`config.mk`:
```
export PLATFORM = sky130hd
export DESIGN_NAME = fir_filter_mc_serial
export DESIGN_NICKNAME = d
export VERILOG_FILES = /design/src/rtl/fir_filter_mc_serial.sv
export SDC_FILE = /design/constraint.sdc
export NUM_CORES = 2
export LEC_CHECK = 0
export BUFFER_PORTS_ARGS = -buffer_cell sky130_fd_sc_hd__buf_2
export CAP_MARGIN = 40
export CORE_UTILIZATION = 45
export DETAILED_ROUTE_END_ITERATION = 8
export PLACE_DENSITY_LB_ADDON = 0.08
export SKIP_CTS_REPAIR_TIMING = 1
export SLEW_MARGIN = 20
export SYNTH_ARGS = -nofsm -noshare
export SYNTH_HDL_FRONTEND = slang
export SYNTH_SLANG_ARGS = --single-unit
```
`constraint.sdc`:
```
create_clock -name i_clk -period 8.1 [get_ports i_clk]
set_clock_uncertainty 0.1 [all_clocks]
set_input_delay 0.405 -clock i_clk [delete_from_list [all_inputs] [get_ports i_clk]]
set_output_delay 0.405 -clock i_clk [all_outputs]
set_load 0.02 [all_outputs]
```
`src/rtl/fir_filter_mc_serial.sv`:
```
// Multi-channel time-multiplexed serial FIR filter.
// One shared signed MAC, per-channel circular history, shared coefficient RAM.
module fir_filter_mc_serial #(
  parameter int DATA_WIDTH   = 24,
  parameter int COEF_WIDTH   = 18,
  parameter int COEF_FRAC    = 17,
  parameter int TAPS         = 16,
  parameter int NUM_CHANNELS = 4,
  parameter int ACC_WIDTH    = DATA_WIDTH + COEF_WIDTH + $clog2(TAPS),
  localparam int CH_W = (NUM_CHANNELS > 1) ? $clog2(NUM_CHANNELS) : 1,
  localparam int K_W  = $clog2(TAPS)
) (
  input  logic                  i_clk,
  input  logic                  i_rst_n,
  input  logic [DATA_WIDTH-1:0] iv_din,
  input  logic [CH_W-1:0]       iv_din_ch,
  input  logic                  i_din_valid,
  output logic                  o_din_ready,
  output logic [DATA_WIDTH-1:0] ov_dout,
  output logic [CH_W-1:0]       ov_dout_ch,
  output logic                  o_dout_valid,
  input  logic                  i_dout_ready,
  input  logic                  i_coef_we,
  input  logic [K_W-1:0]        iv_coef_addr,
  input  logic [COEF_WIDTH-1:0] iv_coef_data,
  output logic                  o_coef_ack
);

  localparam int PW = DATA_WIDTH + COEF_WIDTH;
  localparam logic signed [ACC_WIDTH-1:0] SAT_MAX =
    {{(ACC_WIDTH-DATA_WIDTH+1){1'b0}}, {(DATA_WIDTH-1){1'b1}}};
  localparam logic signed [ACC_WIDTH-1:0] SAT_MIN =
    {{(ACC_WIDTH-DATA_WIDTH+1){1'b1}}, {(DATA_WIDTH-1){1'b0}}};

  typedef enum logic [2:0] {IDLE, WRITE, MAC, DRAIN, OUT} state_t;

  state_t                       state_q, state_d;
  logic signed [DATA_WIDTH-1:0] x_q, x_d;
  logic [CH_W-1:0]              ch_q, ch_d;
  logic [K_W-1:0]               k_q, k_d;
  logic [K_W-1:0]               ptr_q [NUM_CHANNELS];
  logic [K_W-1:0]               ptr_d [NUM_CHANNELS];
  logic [K_W:0]                 fill_q [NUM_CHANNELS];
  logic [K_W:0]                 fill_d [NUM_CHANNELS];
  logic signed [ACC_WIDTH-1:0]  acc_q, acc_d;
  logic signed [COEF_WIDTH-1:0] h_rd_q, h_rd_d;
  logic signed [DATA_WIDTH-1:0] x_rd_q, x_rd_d;
  logic                         use_q, use_d;
  logic signed [DATA_WIDTH-1:0] dout_q, dout_d;
  logic [CH_W-1:0]              dout_ch_q, dout_ch_d;
  logic                         ack_q, ack_d;

  logic signed [COEF_WIDTH-1:0] coef_mem [TAPS];
  logic signed [DATA_WIDTH-1:0] hist_mem [NUM_CHANNELS][TAPS];

  logic                         hist_we;
  logic                         coef_we;
  logic                         ch_ok;
  logic [K_W-1:0]               rd_idx;
  logic signed [PW-1:0]         prod;
  logic signed [ACC_WIDTH-1:0]  prod_ext;
  logic signed [ACC_WIDTH-1:0]  shifted;

  always_comb begin
    state_d   = state_q;
    x_d       = x_q;
    ch_d      = ch_q;
    k_d       = k_q;
    ptr_d     = ptr_q;
    fill_d    = fill_q;
    dout_d    = dout_q;
    dout_ch_d = dout_ch_q;
    ack_d     = 1'b0;
    hist_we   = 1'b0;
    coef_we   = 1'b0;
    ch_ok     = ({1'b0, iv_din_ch} < (CH_W+1)'(NUM_CHANNELS));
    // newest sample sits one below the (already advanced) write pointer
    rd_idx    = ptr_q[ch_q] - k_q - K_W'(1);
    h_rd_d    = coef_mem[k_q];
    x_rd_d    = hist_mem[ch_q][rd_idx];
    use_d     = (state_q == MAC) && ({1'b0, k_q} < fill_q[ch_q]);
    prod      = PW'(h_rd_q) * PW'(x_rd_q);
    prod_ext  = ACC_WIDTH'(prod);
    acc_d     = use_q ? acc_q + prod_ext : acc_q;
    shifted   = acc_d >>> COEF_FRAC;
    unique case (state_q)
      IDLE: begin
        if (i_din_valid) begin
          if (ch_ok) begin
            x_d     = iv_din;
            ch_d    = iv_din_ch;
            state_d = WRITE;
          end
        end else if (i_coef_we) begin
          coef_we = 1'b1;
          ack_d   = 1'b1;
        end
      end
      WRITE: begin
        hist_we      = 1'b1;
        ptr_d[ch_q]  = ptr_q[ch_q] + K_W'(1);
        if (fill_q[ch_q] != (K_W+1)'(TAPS))
          fill_d[ch_q] = fill_q[ch_q] + (K_W+1)'(1);
        acc_d        = '0;
        k_d          = '0;
        state_d      = MAC;
      end
      MAC: begin
        k_d = k_q + K_W'(1);
        if (k_q == K_W'(TAPS-1))
          state_d = DRAIN;
      end
      DRAIN: begin
        if (shifted > SAT_MAX)
          dout_d = SAT_MAX[DATA_WIDTH-1:0];
        else if (shifted < SAT_MIN)
          dout_d = SAT_MIN[DATA_WIDTH-1:0];
        else
          dout_d = shifted[DATA_WIDTH-1:0];
        dout_ch_d = ch_q;
        state_d   = OUT;
      end
      OUT: begin
        if (i_dout_ready)
          state_d = IDLE;
      end
      default: state_d = IDLE;
    endcase
  end

  always_ff @(posedge i_clk) begin
    if (!i_rst_n) begin
      state_q   <= IDLE;
      x_q       <= '0;
      ch_q      <= '0;
      k_q       <= '0;
      ptr_q     <= '{default: '0};
      fill_q    <= '{default: '0};
      acc_q     <= '0;
      use_q     <= 1'b0;
      dout_q    <= '0;
      dout_ch_q <= '0;
      ack_q     <= 1'b0;
    end else begin
      state_q   <= state_d;
      x_q       <= x_d;
      ch_q      <= ch_d;
      k_q       <= k_d;
      ptr_q     <= ptr_d;
      fill_q    <= fill_d;
      acc_q     <= acc_d;
      use_q     <= use_d;
      dout_q    <= dout_d;
      dout_ch_q <= dout_ch_d;
      ack_q     <= ack_d;
    end
  end

  // storage and read registers carry no reset
  always_ff @(posedge i_clk) begin
    h_rd_q <= h_rd_d;
    x_rd_q <= x_rd_d;
    if (hist_we)
      hist_mem[ch_q][ptr_q[ch_q]] <= x_q;
    if (coef_we)
      coef_mem[iv_coef_addr] <= iv_coef_data;
  end

  assign o_din_ready  = (state_q == IDLE);
  assign o_dout_valid = (state_q == OUT);
  assign ov_dout      = dout_q;
  assign ov_dout_ch   = dout_ch_q;
  assign o_coef_ack   = ack_q;

endmodule

```
Yosys cells after proc, flatten, opt, wreduce, memory -nomap -nowiden
Memory sizes are Yosys's and may differ from the RTL's. A register that Yosys moved wholly into a read port is not among the register bits.
Cells that the tools add are included.

cells by class
  add/sub/neg operators = 6
  reductions and logical operators = 9
  $lt $le $gt $ge = 8
  equal/unequal tests = 9
  multiply operators = 1
  bitwise gates (word level) = 4
  muxes and demuxes = 35

operators by type and width
  operator                                                         count
  two-way mux 384 bit                                              1
  two-way mux 24 bit                                               5
  binary-select mux 24 bit (select 4 bit)                          1
  demux 24 bit (select 4 bit)                                      1
  adder 46 x 42 -> 46 bit                                          1
  two-way mux 46 bit                                               1
  multiplier 18 x 24 -> 42 bit                                     1
  greater-than comparator 29 x 24 -> 1 bit, second input constant  1
  < comparator 29 x 24 -> 1 bit, second input constant             1
  bitwise mux 20 bit                                               1
  bitwise mux 16 bit                                               1
  two-way mux 5 bit                                                3
  one-hot mux 3 bit (5 select lines)                               1
  two-way mux 4 bit                                                3
  binary-select mux 5 bit (select 2 bit)                           1
  demux 5 bit (select 2 bit)                                       1
  >= comparator 5 bit, second input constant                       2
  inverter 4 -> 5 bit                                              2
  two-way mux 3 bit                                                3
  adder 4 x 1 -> 4 bit, second input constant                      2
  binary-select mux 4 bit (select 2 bit)                           1
  demux 4 bit (select 2 bit)                                       1
  one-hot mux 4 bit (2 select lines)                               1
  two-way mux 1 bit                                                7
  23 further kinds                                                 29

storage, ports and cells
  bits in writable memories = 1824
  flip-flop bits (word level) = 167
  output and inout port bits = 29
  bits of input ports = 53
  logic and storage cells = 93
  memories = 2

memories
  memory    depth  width  rd ports  clocked after Yosys merged registers in  write ports  RTL line  RTL
  hist_mem  4      384    1         1                                        1            54        logic signed [DATA_WIDTH-1:0] hist_mem [NUM_CHANNELS][TAPS];
  coef_mem  16     18     1         1                                        1            53        logic signed [COEF_WIDTH-1:0] coef_mem [TAPS];

Longest topological paths before layout
  depth in word-level cells = 10
  mapped depth = 28
  mapped depth without buffers = 25

Least setup slack after synthesis
OpenSTA, ideal clock, no wires.

  path kind = register to register
  from = reg x_rd_q[23]
  to = reg dout_q[15], in the netlist ov_dout[15]
  period minus slack after synthesis = 7611 ps
  cell stages (with the launch flop) = 29
  data arrival time = 7432 ps
  setup slack = 489 ps
  cells stage by stage = dfxtp_1 clkbuf_1 clkbuf_1 nand2_1 inv_1 fa_1 fa_1 fa_1 inv_1 fa_1 inv_1 fa_1 inv_1 fa_1 inv_1 ha_1 ha_1 clkbuf_1 a21oi_1 o21ai_0 a211o_1 a21oi_1 mux2_2 a21oi_1 o211ai_1 nor4_2 o21ai_2 buf_6 o211ai_1

on the way
  longest elaborated chain between the ends = 6
  elaborated cells on any way between the ends = 7
  classes of those cells = 1 x add/sub; 1 x mul; 2 x order compare; 3 x mux

RTL lines
  element                           RTL line  RTL
  start: declaration                47        logic signed [DATA_WIDTH-1:0] x_rd_q, x_rd_d;
  start signal: assignment          162       x_rd_q <= x_rd_d;
  multiplier 18 x 24 -> 42 bit (*)  82        prod = PW'(h_rd_q) * PW'(x_rd_q);
  adder 46 x 42 -> 46 bit (*)       84        acc_d = use_q ? acc_q + prod_ext : acc_q;
  two-way mux 46 bit (*)            84
  < comparator 29 x 24 -> 1 bit     116       else if (shifted < SAT_MIN)
  two-way mux 24 bit                116
  two-way mux 24 bit (*)            114       if (shifted > SAT_MAX)
  end signal: assignment            153       dout_q <= dout_d;
  end: declaration                  49        logic signed [DATA_WIDTH-1:0] dout_q, dout_d;

Mark *: on every way between the ends. The rest lies on a longest branch, timed or not.
A chain may end at the register's enable or synchronous reset.

Final worst setup path
  from = reg h_rd_q[0] (read register of coef_mem)
  to = reg dout_q[6], in the netlist ov_dout[6]

on the way
  longest elaborated chain between the ends = 6
  elaborated cells on any way between the ends = 7
  classes of those cells = 1 x add/sub; 1 x mul; 2 x order compare; 3 x mux

RTL lines
  element                           RTL line  RTL
  start: declaration                46        logic signed [COEF_WIDTH-1:0] h_rd_q, h_rd_d;
  multiplier 18 x 24 -> 42 bit (*)  82
  adder 46 x 42 -> 46 bit (*)       84
  two-way mux 46 bit (*)            84
  < comparator 29 x 24 -> 1 bit     116
  two-way mux 24 bit                116
  two-way mux 24 bit (*)            114

Marks and branches as above.

==> impl_metrics.yaml <==
layout:
  nets: 6337
  syn2layout_area_growth_pct: 14.4
  drive_gt1_share_pct: 23.0
  fillers: 16800
  layoutNonFillerInstCount: 8614
  finalInstanceArea_sq_um: 107000
timing:
  min_period_over_period_pct: 95.5
  final_hold_viol_count: 0
  tightest_slew_ns: 0.885
  slew_viol_final: 0
  max_slew_margin_pct: 41.0
  grt_setup_unrepaired: "no"
  hold_ws_ns: 0.0976
  fmax_mhz: 129
  finalSetupViolations: 0
  tns_ns: 0
  min_period_ns: 7.74
route:
  vias: 48100
  dr.pass1.iters: 7
  drc: 0
  vias_per_cell: 5.59
  drtIter0Drc: 4581
  wl_per_cell_um: 27.7
  postRouteAntennaNets: 0
  wirelength_um: 239000
setup_path:
  reg2reg_from: "h_rd_q[0]"
  reg2reg_to: "ov_dout[6]"
  ff2ff_setup_slack_ns: 0.36
  path_max_fanout: 22
  r2r_cells: 26
  worstSetupPathType: "flop to flop"
  critPathArrivalTime_ns: 8.33
  required_ns: 8.69
  setup.worst_path.start_class: "flop"
  cp-end-kind: "flop"
  crit_start: "h_rd_q[0]"
synthesis:
  yosysWarnings: 0
  synth-async-reset-ratio_pct: 0
  synthTopCellsByCount: "edfxtp_1 (1824), mux4_2 (579), inv_1 (497), fa_1 (487), nand2_1 (395)"
  synthFlopType: "edfxtp_1"
  syn_area_sq_um: 93800
  synth-edff-count: 1824
  syn_nets: 6036
  synth_largest_area_cell: "edfxtp_1"
  synth_most_common_cell: "edfxtp_1"
  synth_top_area_share_pct: 58.4
  seq_area_frac_synth_pct: 62.4
  synth.area.top_cells: "edfxtp_1 (58%), mux4_2 (14%), fa_1 (10%)"
  syn_area_per_cell_sq_um: 17.5
  ys_types: 69
  synth-seq-cells: 2011
  syn_inst: 5350
hold_path:
  hold_end: "coef_mem[4][0]"
  min_from: "iv_coef_addr[0]"
  hold_path_depth: 3
  holdCritPathClass: "input port to flop"
die:
  die_w_um: 459
  start_util_pct: 45.3
  die_y_um: 459
  rows: 167
  core_area_sq_um: 207000
  num_io_pins: 82
  dieArea_sq_um: 210000
cts:
  cts_tree: "yes"
  clockRootBuffer: "clkbuf_16"
  clockBufferDepth: 3
  cts.clk_slew.worst_paths_ns: 0.06
  clk_latency_ns: 0.87
  cts.htree.levels: 4
  cts_inserted_buffers: 208
  cts.sinks: 2011
grt:
  grt_max_degree: 99
  grtUsageTotal_pct: 23.3
  antenna_found_initial: 17
  grt_pass1_vias: 50600
  grt_pass1_wl_um: 350000
  grt_overflow: 0
place:
  dp_hpwl_um: 156000
  dp_cells: 8177
  finalWeightedCongestion: 0.856
  place_area_sq_um: 100000
  io_buffers: 81
run:
  cap_violations: 0
run_status:
  status: "finished, final reports clean"
## cells by family after synthesis
logic type      Yosys count  synth area share, %
simple gates            957                 4.88
buf+inv                 763                 3.11
xor+xnor                 57                0.532
flops                  2011                 62.4
fa+ha+maj               633                 12.3
compound gates          306                 2.35
mux                     623                 14.4
## stage by stage
| step | worst slack [ns] | utilization, % |
|---|---|---|
| after floorplan | 0.489 | - |
| after global placement | 0.205 | 47.6 |
| after detailed placement | 0.130 | 48.4 |
| after CTS | 0.106 | 51.5 |
| after global routing | 0.0114 | 51.8 |
| final | 0.361 | 51.8 |
## per-layer routing
metal | global-route usage, % | wire length [um] | vias to the layer above
li1 | - | - | 20500
met1 | 33.0 | 104000 | 26100
met2 | 37.5 | 115000 | 1269
met3 | 3.88 | 13700 | 277
met4 | 6.04 | 5960 | 2
met5 | 0 | 8 | -
## cell type report
| type | instances | area (sq um) | share of cell area (%) |
|---|---|---|---|
| diodes | 4 | 10.0 | 0.00933 |
| clock buffers | 268 | 5510 | 5.14 |
| clock inverters | 113 | 1050 | 0.981 |
| inverters | 498 | 1870 | 1.74 |
| multi-input cells | 2576 | 33000 | 30.8 |
| flip-flops and latches | 2011 | 58600 | 54.6 |
| well taps | 2788 | 3490 | 3.25 |
| repair buffers | 356 | 3790 | 3.54 |
## cells in the final DEF, fill, tap and decap left out, drive strengths merged, types with 33 or more instances in the layout
cell | synthesis | final
edfxtp | 1824 | 1824
mux4 | 579 | 579
inv | 498 | 507
fa | 487 | 487
nand2 | 395 | 395
buf | 60 | 309
clkbuf | 205 | 268
and2 | 254 | 254
dfxtp | 187 | 187
nor2 | 163 | 163
ha | 146 | 146
clkinv | 0 | 83
a21oi | 61 | 61
o21ai | 48 | 48
dlygate4sd3 | 0 | 47
nor2b | 42 | 42
mux2i | 40 | 40
xnor2 | 38 | 38
a21boi | 35 | 35
a31oi | 34 | 34
a211oi | 33 | 33
o211ai | 33 | 33
## critical path, cell delays in order (launching register included)
cell and delay [ns]:
dfxtp_1 0.48, buf_4 0.27, nand2_1 0.10, fa_1 0.54, inv_1 0.05, fa_1 0.50
inv_1 0.05, fa_1 0.47, inv_1 0.06, fa_1 0.50, fa_1 0.56, inv_1 0.06
fa_1 0.48, inv_1 0.04, ha_1 0.27, ha_1 0.45, nand2_1 0.14, o31ai_1 0.48
and3_1 0.29, o211a_1 0.30, or2_2 0.22, a21oi_1 0.07, a311oi_1 0.33, nor2_1 0.16
o21ai_2 0.16, buf_4 0.31, o211ai_2 0.10
## worst max path at each step
stage	endpoint	slack [ns]	cells after the start
2_1_floorplan	ov_dout[15]	0.49	28
3_3_place_gp	ov_dout[13]	0.21	21
3_5_place_dp	ov_dout[17]	0.13	23
4_1_cts	ov_dout[6]	0.11	23
5_1_grt	ov_dout[19]	0.01	25
6_report	ov_dout[6]	0.36	26
## sequential cells by signal, summed over array words and instances (netlist names), 2 cells and up, named ones only
signal,cells
h_rd_q,18
state_q,3
ch_q,2
ptr_q,16
x_rd_q,24
ov_dout_ch,2
x_q,24
coef_mem,288
fill_q,20
hist_mem,1536
k_q,4
acc_q,46
ov_dout,24
Power is not shown: default switching activity piles up to over one toggle a cycle in this logic, so the estimate is an artifact.
